### src/rtl/sprite_pkg.sv
// Shared constants and types for the sprite blitter: default geometry, address widths
// and the blitter FSM state encoding.
package sprite_pkg;

    localparam int DEFAULT_SPR_W = 20;
    localparam int DEFAULT_SPR_H = 20;
    localparam int DEFAULT_FB_W  = 320;
    localparam int DEFAULT_FB_H  = 240;
    localparam logic [7:0] DEFAULT_TRANSPARENT_IDX = 8'h00;

    localparam int PIX_W  = 8;
    localparam int POS_W  = 10;
    localparam int ROM_AW = 9;
    localparam int FB_AW  = 17;
    localparam int ROW_W  = 9;
    localparam int COL_W  = 9;

    typedef enum logic [1:0] {
        IDLE,
        RUN,
        DRAIN,
        FIN
    } blit_state_t;

endpackage

### src/rtl/blit_raster_counter.sv
// Raster-order sprite pixel counter: sx runs across a row, then wraps while sy advances.
// 'last' flags the bottom-right pixel so the FSM knows when the final read has been issued.
module blit_raster_counter
    import sprite_pkg::*;
#(
    parameter int WIDTH  = DEFAULT_SPR_W,
    parameter int HEIGHT = DEFAULT_SPR_H,
    parameter int XW     = $clog2(WIDTH),
    parameter int YW     = $clog2(HEIGHT)
) (
    input  logic          vga_clk,
    input  logic          reset,
    input  logic          clear,
    input  logic          enable,
    output logic [XW-1:0] sx,
    output logic [YW-1:0] sy,
    output logic          last
);

    localparam logic [XW-1:0] X_MAX = XW'(WIDTH - 1);
    localparam logic [YW-1:0] Y_MAX = YW'(HEIGHT - 1);

    assign last = (sx == X_MAX) && (sy == Y_MAX);

    always_ff @(posedge vga_clk) begin
        if (reset || clear) begin
            sx <= '0;
            sy <= '0;
        end else if (enable) begin
            if (sx == X_MAX) begin
                sx <= '0;
                sy <= (sy == Y_MAX) ? '0 : sy + YW'(1);
            end else begin
                sx <= sx + XW'(1);
            end
        end
    end

endmodule

### src/rtl/sprite_blitter.sv
// Copies one sprite from the palette-index ROM into the framebuffer RAM, skipping
// transparent and off-screen pixels. All outputs are registered.
module sprite_blitter
    import sprite_pkg::*;
#(
    parameter int         SPR_W           = DEFAULT_SPR_W,
    parameter int         SPR_H           = DEFAULT_SPR_H,
    parameter int         FB_W            = DEFAULT_FB_W,
    parameter int         FB_H            = DEFAULT_FB_H,
    parameter logic [7:0] TRANSPARENT_IDX = DEFAULT_TRANSPARENT_IDX
) (
    input  logic              vga_clk,
    input  logic              reset,
    input  logic              start,
    input  logic [POS_W-1:0]  pos_x,
    input  logic [POS_W-1:0]  pos_y,
    output logic              busy,
    output logic              done,
    output logic [ROM_AW-1:0] rom_addr,
    input  logic [PIX_W-1:0]  rom_q,
    output logic [FB_AW-1:0]  fb_addr,
    output logic [PIX_W-1:0]  fb_wdata,
    output logic              fb_we
);

    localparam int CX_W = $clog2(SPR_W);
    localparam int CY_W = $clog2(SPR_H);
    localparam int CW   = POS_W + 1;

    blit_state_t state, state_next;

    logic [POS_W-1:0]  base_x, base_y;
    logic [CX_W-1:0]   sx;
    logic [CY_W-1:0]   sy;
    logic              last_pixel;
    logic              issue_en;

    logic [CW-1:0]     fx, fy;
    logic              on_screen;
    logic [ROM_AW-1:0] issue_rom_addr;
    logic [FB_AW-1:0]  issue_fb_addr;

    logic              s1_valid, s1_last, s1_vis;
    logic [FB_AW-1:0]  s1_addr;
    logic              s2_valid, s2_vis;
    logic [FB_AW-1:0]  s2_addr;
    logic              write_hit;

    // Issuing stops once the last pixel sits in the read stage, leaving one RUN cycle spare.
    assign issue_en = (state == RUN) && !(s1_valid && s1_last);

    blit_raster_counter #(
        .WIDTH  (SPR_W),
        .HEIGHT (SPR_H),
        .XW     (CX_W),
        .YW     (CY_W)
    ) u_counter (
        .vga_clk (vga_clk),
        .reset   (reset),
        .clear   (state == IDLE),
        .enable  (issue_en),
        .sx      (sx),
        .sy      (sy),
        .last    (last_pixel)
    );

    // Screen coordinates are formed at 11 bits so positions near 1023 clip instead of wrapping.
    always_comb begin
        fx             = {1'b0, base_x} + CW'(sx);
        fy             = {1'b0, base_y} + CW'(sy);
        on_screen      = (fx < CW'(FB_W)) && (fy < CW'(FB_H));
        issue_rom_addr = ROM_AW'(sx) + ROM_AW'(sy) * ROM_AW'(SPR_W);
        issue_fb_addr  = FB_AW'(fy[ROW_W-1:0]) * FB_AW'(FB_W) + FB_AW'(fx[COL_W-1:0]);
    end

    always_comb begin
        state_next = state;
        case (state)
            IDLE:    if (start) state_next = RUN;
            RUN:     if (s1_valid && s1_last) state_next = DRAIN;
            DRAIN:   state_next = FIN;
            FIN:     state_next = IDLE;
            default: state_next = IDLE;
        endcase
    end

    always_ff @(posedge vga_clk) begin
        if (reset) begin
            state <= IDLE;
        end else begin
            state <= state_next;
        end
    end

    assign write_hit = s2_valid && s2_vis && (rom_q != TRANSPARENT_IDX);

    // Stage 1 holds the pixel whose ROM address is out; stage 2 lines up with rom_q.
    always_ff @(posedge vga_clk) begin
        if (reset) begin
            base_x   <= '0;
            base_y   <= '0;
            rom_addr <= '0;
            s1_valid <= 1'b0;
            s1_last  <= 1'b0;
            s1_vis   <= 1'b0;
            s1_addr  <= '0;
            s2_valid <= 1'b0;
            s2_vis   <= 1'b0;
            s2_addr  <= '0;
            fb_we    <= 1'b0;
            fb_addr  <= '0;
            fb_wdata <= '0;
            busy     <= 1'b0;
            done     <= 1'b0;
        end else begin
            if ((state == IDLE) && start) begin
                base_x <= pos_x;
                base_y <= pos_y;
            end
            s1_valid <= issue_en;
            s1_last  <= issue_en && last_pixel;
            if (issue_en) begin
                rom_addr <= issue_rom_addr;
                s1_vis   <= on_screen;
                s1_addr  <= issue_fb_addr;
            end
            s2_valid <= s1_valid;
            s2_vis   <= s1_vis;
            s2_addr  <= s1_addr;
            fb_we    <= write_hit;
            if (write_hit) begin
                fb_addr  <= s2_addr;
                fb_wdata <= rom_q;
            end
            busy <= (state == RUN) || (state == DRAIN);
            done <= (state == FIN);
        end
    end

endmodule
### config.mk
export PLATFORM = sky130hd
export DESIGN_NAME = sprite_blitter
export DESIGN_NICKNAME = d
export VERILOG_FILES = /design/src/rtl/sprite_pkg.sv /design/src/rtl/blit_raster_counter.sv /design/src/rtl/sprite_blitter.sv
export SDC_FILE = /design/constraint.sdc
export NUM_CORES = 1
export LEC_CHECK = 0
export BUFFER_PORTS_ARGS = -buffer_cell sky130_fd_sc_hd__buf_4
export CORE_MARGIN = 4
export CORE_UTILIZATION = 25
export CTS_CLUSTER_DIAMETER = 80
export DETAILED_ROUTE_END_ITERATION = 8
export PLACE_DENSITY = 0.45
export SYNTH_ARGS = -nofsm -noshare
export SYNTH_HDL_FRONTEND = slang
export SYNTH_SLANG_ARGS = --single-unit
### constraint.sdc
create_clock -name vga_clk -period 8.6 [get_ports vga_clk]
set_input_delay 1.72 -clock vga_clk [delete_from_list [all_inputs] [get_ports vga_clk]]
set_output_delay 1.72 -clock vga_clk [all_outputs]
set_load 0.005 [all_outputs]
Word level (Yosys, flattened, before mapping)
Index checks and enable logic that the tools add are counted.

word-level totals
  register bits after elaboration = 108
  output and inout port bits = 37

operators by class
  add/sub/neg operators = 6
  multiply operators = 2
  $lt $le $gt $ge = 2
  equal/unequal tests = 7
  mux-type cells = 5
  reductions and logical operators = 15

operators with widths
  operator              count
  $add 10x5->11         2
  $add 17x9->17         1
  $lt 11x8->1 const B   1
  $lt 11x9->1 const B   1
  $mul 9x3->11 const B  1
  $add 5x1->5 const B   2
  $eq 5x5->1 const B    2
  $mux 5                2
  $add 5x9->9           1
  $logic_and 1x1->1     8
  $pmux 2 s4            1
  $reduce_bool 8->1     1
  $mul 5x3->7 const B   1
  $eq 2x2->1 const B    2
  $mux 2                2
  $reduce_and 2->1      2
  $eq 2x1->1 const B    1
  $logic_not 2->1       1
  $logic_or 1x1->1      2
  $ne 2x1->1 const B    1
  $ne 2x2->1 const B    1
  $logic_not 1->1       1

Depth between registers and ports, before layout
Gate-level depths: netlist of the first run.

  word-level depth = 4
  depth in mapped cells = 18
  gate-level depth less buffers = 18

By module
Synthesis of the first run repeated with hierarchy kept, for this count alone.

unflattened totals
  cells, all modules = 586
  area, all modules = 5326.4 um^2

by module, submodules not included
  module               times used  cells each  area each (um^2)  sequential area each (um^2)
  sprite_blitter       1           528         4814.6            1961.9
  blit_raster_counter  1           58          511.7             200.2

Worst setup path before layout of the first run
OpenSTA, ideal clock, no wires.

  path kind = reg-to-reg
  start = register u_counter.sx[0]
  end = register s1_addr[16]
  arrival = 3693 ps
  data required time = 8483 ps
  setup slack = 4790 ps
  cell stages (with the launch flop) = 19
  path buffers = 0
  period minus slack after synthesis = 3810 ps
  cell sequence = dfxtp_1 -> ha_1 -> inv_1 -> fa_1 -> nor2b_1 -> o21ai_0 -> a21boi_1 -> o21ai_0 -> xnor2_1 -> ha_1 -> inv_1 -> fa_1 -> nor2b_1 -> o21ai_0 -> nor3b_1 -> nand3_2 -> nor3b_2 -> xnor3_1 -> o22a_1

on the way
  word-level cells in the longest chain between the ends = 2

RTL lines
  element                 line                       text
  from (decl)             blit_raster_counter.sv:15  output logic [XW-1:0] sx,
  from (signal assigned)  blit_raster_counter.sv:34  sx <= sx + XW'(1);
  $add 10x5->11           sprite_blitter.sv:69       fx = {1'b0, base_x} + CW'(sx);
  $add 17x9->17           sprite_blitter.sv:73       issue_fb_addr = FB_AW'(fy[ROW_W-1:0]) * FB_AW'(FB_W) + FB_AW'(fx[COL_W-1:0]);
  to (signal assigned)    sprite_blitter.sv:125      s1_addr <= issue_fb_addr;
  to (decl)               sprite_blitter.sv:44       logic [FB_AW-1:0] s1_addr;

Every way passes these cells.
A chain may end at the register's enable or synchronous reset.

Worst setup path after layout of the first run
Ends and elaborated chain as after synthesis.

==> metrics.md, run 1 <==
| Metric | Value |
|---|---|
| CTS tree | yes |
| Syn_nets | 660 |
| RSZ-0062 raised after global routing | false |
| Dpl ws | 4370 ps |
| # Post-CTS Setup Buffers | 0 |
| Top cell type by total area after synthesis | dfxtp_1 |
| Post-synth top flop | dfxtp_1 |
| Largest net degree at the start of global routing | 74 |
| Final worst slack | 4380 ps |
| Final setup TNS | 0 ps |
| # setup viols final | 0 |
| Syn avg cell area | 9.16 um2 |
| GR Overflow Total | 0 |
| WL/cell | 13.7 um |
| Crit path arrival time | 4460 ps |
| DRT iter0 DRCs | 141 |
| Final Power | 0.00143 W |
| Detailed placer's ending HPWL | 9.68 mm |
| Drt drc | 0 |
| Slowest CP cell | fa_1 |
| Distinct cells, synth | 64 |
| Final Max Slew Viols | 0 |
| # rows | 53 |
| Outcome | finished clean |
| Critical path's top delay family | adder cells |
| Port bufs | 67 |
| Worst Path Required | 8840 ps |
| Vias per cell | 4.48 |
| PostCTS Resize Cnt | 0 |
| Largest cells by area after synthesis | dfxtp_1, ha_1, nand2_1, mux2i_1, a21oi_1 |
| Root Driver | clkbuf_16 |
| Final nets | 716 |
| Vias in the first global route | 4019 |
| CP Class | reg -> reg |
| Share of the synthesized area in the top cell type | 40.5% |
| Floorplan core area | 21000 um2 |
| ANT cells | 0 |
| Hold Crit Class | reg -> reg |
| Clock-pin slew on the worst setup and hold paths | 70 ps |
| Mapped Area | 5340 um2 |
| Worst path bufs/invs | 2 |
| Register area share after synthesis | 40.5% |
| Vert. Die Dim | 154 um |
| Post-synth top cells | dfxtp_1, nand2_1, nor2_1 |
| Crit path time final | 4220 ps |
| Clock latency on the worst-skew pair | 350 ps |
| Worst slew margin | 34.3% |
| Num CTS Buffers | 9 |
| Initial antenna violation count | 0 |
| Worst vdd ir | 0.0879 mV |
| Yosys warnings | 0 |
| Crit-path max FO | 5 |
| Fin. Hold Viols | 0 |
| Total track usage | 10.8% |
| Ys async rst share | 0% |
| Critical path endpoint category | register |
| CP Cell Sequence | ha_1, inv_1, fa_1, nor2b_1, o21ai_0, a21boi_1, o21ai_0, xnor2_1, ha_1, inv_1, fa_1, nor2b_1, o21ai_0, nor3b_1, nand3_2, nor3b_2, xnor3_1, o22a_1 |
| Layout Skew | 5.75 ps |
| Initial Util | 25.4% |
| First-pass GRT wire length | 21.1 mm |
| WL final | 12.6 mm |
| Final core utilization | 30.2% |
| Fmax achieved | 0.237 GHz |
| CTS Sinks | 108 |
| Startpoint types | register |
| Count leader, synth | dfxtp_1 |
| Hold WS | 451 ps |
| Worst-margin pin slew | 982 ps |
| DRT Pass-1 Iters | 4 |
| Die W | 154 um |
| CTS Buffer Depth | 2 |
| Area Growth Syn to Fin | 19.1% |
| Antenna Violating Nets Remaining | 0 |
| Via count | 4114 |
| Top-Level Pins | 68 |
| Final Wtd Congestion | 0.807 |
| Fin crit share | 49.0% |
| Max cap viols | 0 |
| Pwr dens | 225 nW/um2 |
| CTS HTree Levels | 3 |
| Fraction of layout cells with a size suffix above 1 | 15.7% |
| Cells after Synth | 583 |
| Most used cell, CP | o21ai_0 |
| EDFF count, synth | 0 |
| Seq cells post-synth | 108 |
| Die Area | 23800 um2 |
| Hold buffers post-CTS | 0 |
| Static leakage | 2.51 nW |
| Critical path's largest stage delay | 420 ps |
cells by family after synthesis:
| logic type | synth area share (%) |
|---|---|
| AND/OR/NAND/NOR | 18.1 |
| AO/OA/AOI/OAI | 14.6 |
| flip-flops | 40.5 |
| buffers and inverters | 3.84 |
| adder cells (fa/ha/maj) | 11.8 |
| XOR/XNOR | 6.00 |
| multiplexers | 5.06 |
worst register-to-register path, delay by kind of cell (launching register included):
family | cells | cell delay, ps
AOI/OAI and AO/OA | 5 | 1000
xor gates and xnor gates | 2 | 450
adders and majority gates | 4 | 1200
buffers and inverters | 2 | 110
DFF | 1 | 410
and+or+nand+nor | 5 | 940
power breakdown:
group	switching [W]	internal (W)	total [W]
Sequential	0.0000513	0.000584	0.000636
Clock	0.000188	0.000197	0.000386
Combinational	0.000237	0.000172	0.000408
Total	0.000476	0.000953	0.00143
stage by stage:
stage	cells	instance area [um2]
6_report	918	6360
5_1_grt	918	6360
4_1_cts	918	6360
3_5_place_dp	903	6080
3_3_place_gp	903	6080
2_1_floorplan	583	5340
flip-flops by register name, indices dropped and copies added, names as in the netlist, 2 cells and up:
register / count
fb_addr: 17
s1_addr: 17
s2_addr: 17
base_x: 10
base_y: 10
rom_addr: 9
fb_wdata: 8
u_counter.sx: 5
u_counter.sy: 5
state: 2
path summary, 6_finish.rpt:
path	start	end	slack (ps)	cells after the start
worst max-delay path	u_counter.sx[0]$_SDFFE_PP0P_	s1_addr[16]$_SDFFE_PP0P_	4380	18
worst min register to register	s1_addr[10]$_SDFFE_PP0P_	s1_addr[10]$_SDFFE_PP0P_	450	2
worst min-delay path	s1_addr[10]$_SDFFE_PP0P_	s1_addr[10]$_SDFFE_PP0P_	450	2
worst max register to register	u_counter.sx[0]$_SDFFE_PP0P_	s1_addr[16]$_SDFFE_PP0P_	4380	18
layout by cell type (no fill, tap or decap), drive strengths merged, types with 4 or more instances in the layout:
cell type	synthesis	layout
inv	24	26
xor2	11	11
a21o	5	5
buf	7	69
clkbuf	17	9
a211oi	11	11
ha	40	40
o21ai	19	19
nand3	6	6
o21a	4	4
a2bb2oi	4	4
xnor2	23	23
a21boi	4	4
nor3b	5	5
dfxtp	108	108
fa	6	6
nor2b	30	30
mux2i	27	27
nor3	11	11
nand2	76	76
nor2	58	58
a21oi	46	46
area by class of cell:
class / count / area, um2
clock buffers: 9 / 225
clock inverters: 6 / 47.5
fillers: 2199 / 14700
inverters: 24 / 90.1
multi-input cells: 427 / 2970
flip-flops and latches: 108 / 2160
well taps: 275 / 344
repair buffers: 69 / 518
metal layers:
metal | up-vias | track usage, % | share of wire, %
met5 | - | 0 | 0
met4 | 0 | 2.90 | 1.2
met3 | 11 | 3.01 | 5.2
met2 | 78 | 17.2 | 44
met1 | 1910 | 14.6 | 50
li1 | 2115 | - | -
(Power assumes the default switching activity.)
==> run 2, diff against run 1 <==
==> constraint.sdc (replaced) <==
create_clock -name vga_clk -period 4.1 [get_ports vga_clk]
set_input_delay 0.82 -clock vga_clk [delete_from_list [all_inputs] [get_ports vga_clk]]
set_output_delay 0.82 -clock vga_clk [all_outputs]
set_load 0.005 [all_outputs]
==> metrics.md, run 2 (synthesis gave the netlist of run 1 again) <==
| Metric | Value |
|---|---|
| Max cap viols | 0 (unchanged) |
| Layout Skew | 8.64 ps (+2.89 ps) |
| Die W | 154 um (unchanged) |
| Outcome | finished clean |
| Via count | 4202 (+2.1%) |
| Hold Crit Class | reg -> reg |
| ANT cells | 0 (unchanged) |
| Final Max Slew Viols | 0 (unchanged) |
| Crit Reg-Reg Startpoint | base_y[0]$_SDFFE_PP0P_ |
| Final setup TNS | 0 ps (unchanged) |
| Vert. Die Dim | 154 um (unchanged) |
| Drt drc | 0 (unchanged) |
| Antenna Violating Nets Remaining | 0 (unchanged) |
| Area Growth Syn to Fin | 23.1% |
| Fmax achieved | 0.258 GHz (+8.6%) |
| Internal cell power | 0.00214 W (+120%) |
| GR Overflow Total | 0 (unchanged) |
| Root Driver | clkbuf_16 |
| Most frequent cells in the layout | dfxtp_1, buf_4, nand2_1, nor2_1, a21oi_1 |
| Hold path startpoint | s1_addr[3]$_SDFFE_PP0P_ |
| Fraction of layout cells with a size suffix above 1 | 19.1% (+3.4 points) |
| Worst Hold Depth | 2 (unchanged) |
| Fill count | 2217 (+0.82%) |
| Clk pwr share | 29.1% (+2.1 points) |
| CTS Sinks | 108 (unchanged) |
| Worst vdd ir | 0.225 mV (+160%) |
| DRT iter0 DRCs | 127 (-9.9%) |
| R2R Setup Slk | 220 ps (-4170 ps) |
| Switching share of total power | 32.2% (-1.1 points) |
| Final nets | 732 (+2.2%) |
| WL final | 12.7 mm (+1.0%) |
| Crit-path max FO | 5 (unchanged) |
| Logic pwr share | 28.7% (+0.2 points) |
| Final Wtd Congestion | 0.813 (+0.78%) |
| CTS Buffer Depth | 2 (unchanged) |
| Initial Util | 25.4% (unchanged) |
| Die Area | 23800 um2 (unchanged) |
| # rows | 53 (unchanged) |
| # setup viols final | 0 (unchanged) |
| Fin. Hold Viols | 0 (unchanged) |
| Pwr dens | 481 nW/um2 (+110%) |
| Clock latency on the worst-skew pair | 350 ps (about the same) |
| Register share of total power | 42.2% (-2.3 points) |
| R2R depth | 16 (-2) |
| CTS HTree Levels | 3 (unchanged) |
| Worst r2r dst | s1_addr[16]$_SDFFE_PP0P_ |
| Clock-pin slew on the worst setup and hold paths | 70 ps (about the same) |
| Vias in the first global route | 4191 (+4.3%) |
| Port bufs | 67 (unchanged) |
| Final worst slack | 218 ps (-4170 ps) |
| WL/cell | 13.6 um (-0.83%) |
| Final Power | 0.00316 W (+120%) |
| Total track usage | 11.0% (+0.18 points) |
| CTS tree | yes |
| First-pass GRT wire length | 21.3 mm (+1.1%) |
| Fin crit share | 94.7% (+46 points) |
| DRT Pass-1 Iters | 6 (+2) |
| Top-Level Pins | 68 (unchanged) |
| Dpl ws | 81.0 ps (-4290 ps) |
| Largest net degree at the start of global routing | 67 (-9.5%) |
| Critical path endpoint category | register |
| Floorplan core area | 21000 um2 (unchanged) |
| Sw Pwr | 0.00102 W (+110%) |
| Final core utilization | 31.2% (+1.0 points) |
| WHS Endpoint | s1_addr[3]$_SDFFE_PP0P_ |
| Worst-margin pin slew | 756 ps (-226 ps) |
| Static leakage | 2.62 nW (+4.5%) |
| Detailed placer's ending HPWL | 9.87 mm (+2.0%) |
| Crit path time final | 3880 ps (-334 ps) |
| Num CTS Buffers | 9 (unchanged) |
| Most common cell after layout, fill and taps aside | dfxtp_1 |
| Initial antenna violation count | 0 (unchanged) |
| CP Class | reg -> reg |
| Startpoint types | register |
| Worst Path Required | 4350 ps (-4490 ps) |
| Largest registers | fb_addr (17), s1_addr (17), s2_addr (17) |
| Crit path arrival time | 4130 ps (-330 ps) |
| Vias per cell | 4.49 (+0.28%) |
| Worst slew margin | 49.5% (+15 points) |
==> run 2: cell types whose count changed in the layout (fill, tap and decap cells not counted), moves of 2 or more <==
cell / delta
clkbuf_8: +2
a21oi_1: -2
a21oi_2: +2
buf_4: +16
==> run 2: layout make-up <==
| type | instances | area [um2] | area share [%] |
|---|---|---|---|
| sequential | 108 | 2160 | 32.9 |
| clock inverter | 5 | 65.1 | 0.990 |
| tap | 275 | 344 | 5.24 |
| clock buffer | 11 | 253 | 3.85 |
| inverter | 24 | 90.1 | 1.37 |
| multi-input combinational | 427 | 3020 | 45.9 |
| timing repair buffer | 85 | 638 | 9.71 |
==> run 2: critical path: stages, from the launching register on <==
cell and delay [ps]:
dfxtp_1 340, ha_1 180, inv_1 60, fa_1 400, nor2b_1 160, o31a_2 180
o2111ai_2 160, xnor2_2 190, ha_1 300, ha_1 360, nor2b_1 180, a221oi_2 270
o311ai_2 160, xor2_1 190, nor3b_2 210, xnor3_1 240, o22a_1 200
==> run 2: worst max path at each step <==
stage / from / to / slack, ps / cells past startpoint
2_1_floorplan: u_counter.sx[0]$_SDFFE_PP0P_ / s1_addr[16]$_SDFFE_PP0P_ / 290 / 18
3_3_place_gp: u_counter.sy[1]$_SDFFE_PP0P_ / s1_addr[16]$_SDFFE_PP0P_ / 230 / 15
3_5_place_dp: u_counter.sy[1]$_SDFFE_PP0P_ / s1_addr[16]$_SDFFE_PP0P_ / 80 / 15
4_1_cts: u_counter.sy[1]$_SDFFE_PP0P_ / s1_addr[16]$_SDFFE_PP0P_ / 60 / 15
5_1_grt: u_counter.sx[0]$_SDFFE_PP0P_ / s1_addr[16]$_SDFFE_PP0P_ / -10 / 19
6_report: base_y[0]$_SDFFE_PP0P_ / s1_addr[16]$_SDFFE_PP0P_ / 220 / 16
==> run 2: timing repair <==
item | in CTS | in global routing
hold buffers | 0 | 0
resized for setup | 0 | 9
setup buffers | 0 | 3
setup endpoints to repair | 0 | 1
==> run 2: routing by layer <==
layer  vias to the layer above  wire length (um)  global-route usage (%)
met2                        82              5850                    18.3
met1                      1960              6080                    14.1
li1                       2146                 -                       -
met4                         0               190                    3.07
met5                         -                 0                       0
met3                        14               579                    2.93
==> run 2: through the flow <==
stage	cells	hold slack, ps	instance area [um2]
detailed placement	916	450	6180
finish	935	462	6570
global route	935	481	6570
global placement	916	444	6180
floorplan	583	427	5340
CTS	932	459	6500
==> run 2: power by group through the flow <==
stage | clock network [W] | registers [W] | logic, W
floorplan | 0 | 0.00131 | 0.000657
detailed placement | 0 | 0.00136 | 0.000898
global route | 0.000993 | 0.00136 | 0.00104
finish | 0.000919 | 0.00133 | 0.000907
global placement | 0 | 0.00135 | 0.000897
CTS | 0.000948 | 0.00133 | 0.000908
==> run 3, diff against run 2 <==
--- a/config.mk
+++ b/config.mk
@@ -11,6 +11,7 @@
 export CTS_CLUSTER_DIAMETER = 80
 export DETAILED_ROUTE_END_ITERATION = 8
 export PLACE_DENSITY = 0.45
+export RECOVER_POWER = 50
 export SYNTH_ARGS = -nofsm -noshare
 export SYNTH_HDL_FRONTEND = slang
 export SYNTH_SLANG_ARGS = --single-unit
==> metrics.md, run 3 (synthesis gave the netlist of run 1 again) <==
| Metric | Value |
|---|---|
| DRT iter0 DRCs | 119 (-6.3%) |
| Root Driver | clkbuf_16 |
| Pwr dens | 484 nW/um2 (+0.60%) |
| Num CTS Buffers | 9 (unchanged) |
| Initial antenna violation count | 0 (unchanged) |
| Hold buffers post-CTS | 0 (unchanged) |
| CTS Sinks | 108 (unchanged) |
| Hold path startpoint | base_y[0]$_SDFFE_PP0P_ |
| Port bufs | 67 (unchanged) |
| Final Power | 0.00315 W (-0.38%) |
| Final Wtd Congestion | 0.813 (unchanged) |
| Area Growth Syn to Fin | 21.9% |
| Crit path arrival time | 4130 ps (about the same) |
| Drt drc | 0 (unchanged) |
| Failing checks | max-capacitance violations, max-slew violations |
| CTS HTree Levels | 3 (unchanged) |
| Seq. cell area | 2160 um2 (unchanged) |
| Top-Level Pins | 68 (unchanged) |
| CTS tree | yes |
| WL/cell | 13.6 um (+0.11%) |
| Static leakage | 2.56 nW (-2.5%) |
| DRT Pass-1 Iters | 4 (-2) |
| Antenna Violating Nets Remaining | 0 (unchanged) |
| ANT cells | 0 (unchanged) |
| Startpoint types | register |
| Worst vdd ir | 0.225 mV (-0.13%) |
| Final core utilization | 30.9% (-0.30 points) |
| # rows | 53 (unchanged) |
| Layout Skew | 10.2 ps (+1.55 ps) |
| Final nets | 732 (unchanged) |
| Area of the multi-input gates | 2990 um2 (-0.75%) |
| Worst Path Required | 4350 ps (about the same) |
| Dpl ws | 81.0 ps (unchanged) |
| Outcome | finished with violations |
| Die Area | 23800 um2 (unchanged) |
| Clock-pin slew on the worst setup and hold paths | 70 ps (about the same) |
| Final worst slack | 225 ps (+7.01 ps) |
| Vert. Die Dim | 154 um (unchanged) |
| WL final | 12.7 mm (+0.11%) |
| Worst Setup SP | base_y[0]$_SDFFE_PP0P_ |
| Most common cell after layout, fill and taps aside | dfxtp_1 |
| Vias per cell | 4.51 (+0.29%) |
| Die W | 154 um (unchanged) |
| Worst slew margin | -9.62% (-59 points) |
| Most frequent cells in the layout | dfxtp_1, nand2_1, nor2_1, buf_4, a21oi_1 |
| Vias in the first global route | 4191 (unchanged) |
| Final Max Slew Viols | 37 (+37) |
| Hold WS | 462 ps (-0.533 ps) |
| Fin crit share | 94.5% (-0.17 points) |
| Largest net degree at the start of global routing | 67 (unchanged) |
| Via count | 4214 (+0.29%) |
| Total track usage | 11.0% (unchanged) |
| Max cap viols | 1 (+1) |
| Crit-path max FO | 5 (unchanged) |
| Fill count | 2228 (+0.50%) |
| Fraction of layout cells with a size suffix above 1 | 17.1% (-2.0 points) |
| CP Class | reg -> reg |
| # setup viols final | 0 (unchanged) |
| Hold Crit Class | reg -> reg |
| Detailed placer's ending HPWL | 9.87 mm (unchanged) |
| Crit Reg-Reg Startpoint | base_y[0]$_SDFFE_PP0P_ |
| Critical path endpoint category | register |
| Initial Util | 25.4% (unchanged) |
| CTS Buffer Depth | 2 (unchanged) |
| Clock latency on the worst-skew pair | 360 ps (about the same) |
| Largest registers | fb_addr (17), s1_addr (17), s2_addr (17) |
| First-pass GRT wire length | 21.3 mm (unchanged) |
| Worst-margin pin slew | 1640 ps (+888 ps) |
| Fin. Hold Viols | 0 (unchanged) |
| GR Overflow Total | 0 (unchanged) |
| Crit path time final | 3870 ps (-7.01 ps) |
| R2R Setup Slk | 230 ps (about the same) |
| Fmax achieved | 0.258 GHz (+0.18%) |
| Floorplan core area | 21000 um2 (unchanged) |
[run 3: cell count changes in the layout (fill, tap and decap cells not counted), sizes merged]
cell	previous run	this run
buf	85	46
clkbuf	11	50
[run 3: per-stage QoR]
stage / instance area [um2] / std cells / setup TNS [ps]
after floorplan: 5340 / 583 / 0
after global placement: 6180 / 916 / 0
after detailed placement: 6180 / 916 / 0
after CTS: 6500 / 932 / 0
after global routing: 6500 / 935 / -11.5
final: 6500 / 935 / 0
[run 3: path summary, 6_finish.rpt]
kind,cells past startpoint,endpoint
worst min-delay path,2,base_y[0]$_SDFFE_PP0P_
worst min register to register,2,base_y[0]$_SDFFE_PP0P_
worst max-delay path,16,s1_addr[16]$_SDFFE_PP0P_
worst max register to register,16,s1_addr[16]$_SDFFE_PP0P_
[run 3: power by group]
| part | leakage, nW | switching (W) | internal, W | total [W] |
|---|---|---|---|---|
| Sequential | 0.878 | 0.000104 | 0.00123 | 0.00133 |
| Clock | 0.157 | 0.000403 | 0.000515 | 0.000918 |
| Combinational | 1.52 | 0.000509 | 0.000388 | 0.000897 |
| Total | 2.56 | 0.00102 | 0.00213 | 0.00315 |
[run 3: final cells by class]
class,count,area share (%)
well taps,275,5.29
multi-input cells,427,46.0
flip-flops and latches,108,33.3
inverters,24,1.38
clock inverters,5,1.00
repair buffers,85,9.17
clock buffers,11,3.89
[run 3: worst max-delay path, cell delays in order, from the launching register on]
cell and delay (ps):
dfxtp_1 330, ha_1 180, inv_1 60, fa_1 400, nor2b_1 160, o31a_2 180, o2111ai_2 160, xnor2_2 190
ha_1 300, ha_1 360, nor2b_1 180, a221oi_2 270, o311ai_2 160, xor2_1 190, nor3b_2 210, xnor3_1 240
o22a_1 200
[run 3: repair_timing]
item,in CTS,in global routing
setup endpoints to repair,0,1
buffers inserted,0,3
resized for setup,0,9
[run 3: routing by layer]
metal  wire [um]  up-vias  track usage, %
li1            -     2151               -
met2        5850       82            18.3
met1        6090     1966            14.1
met5           0        -               0
met4         192        0            3.07
met3         576       15            2.93
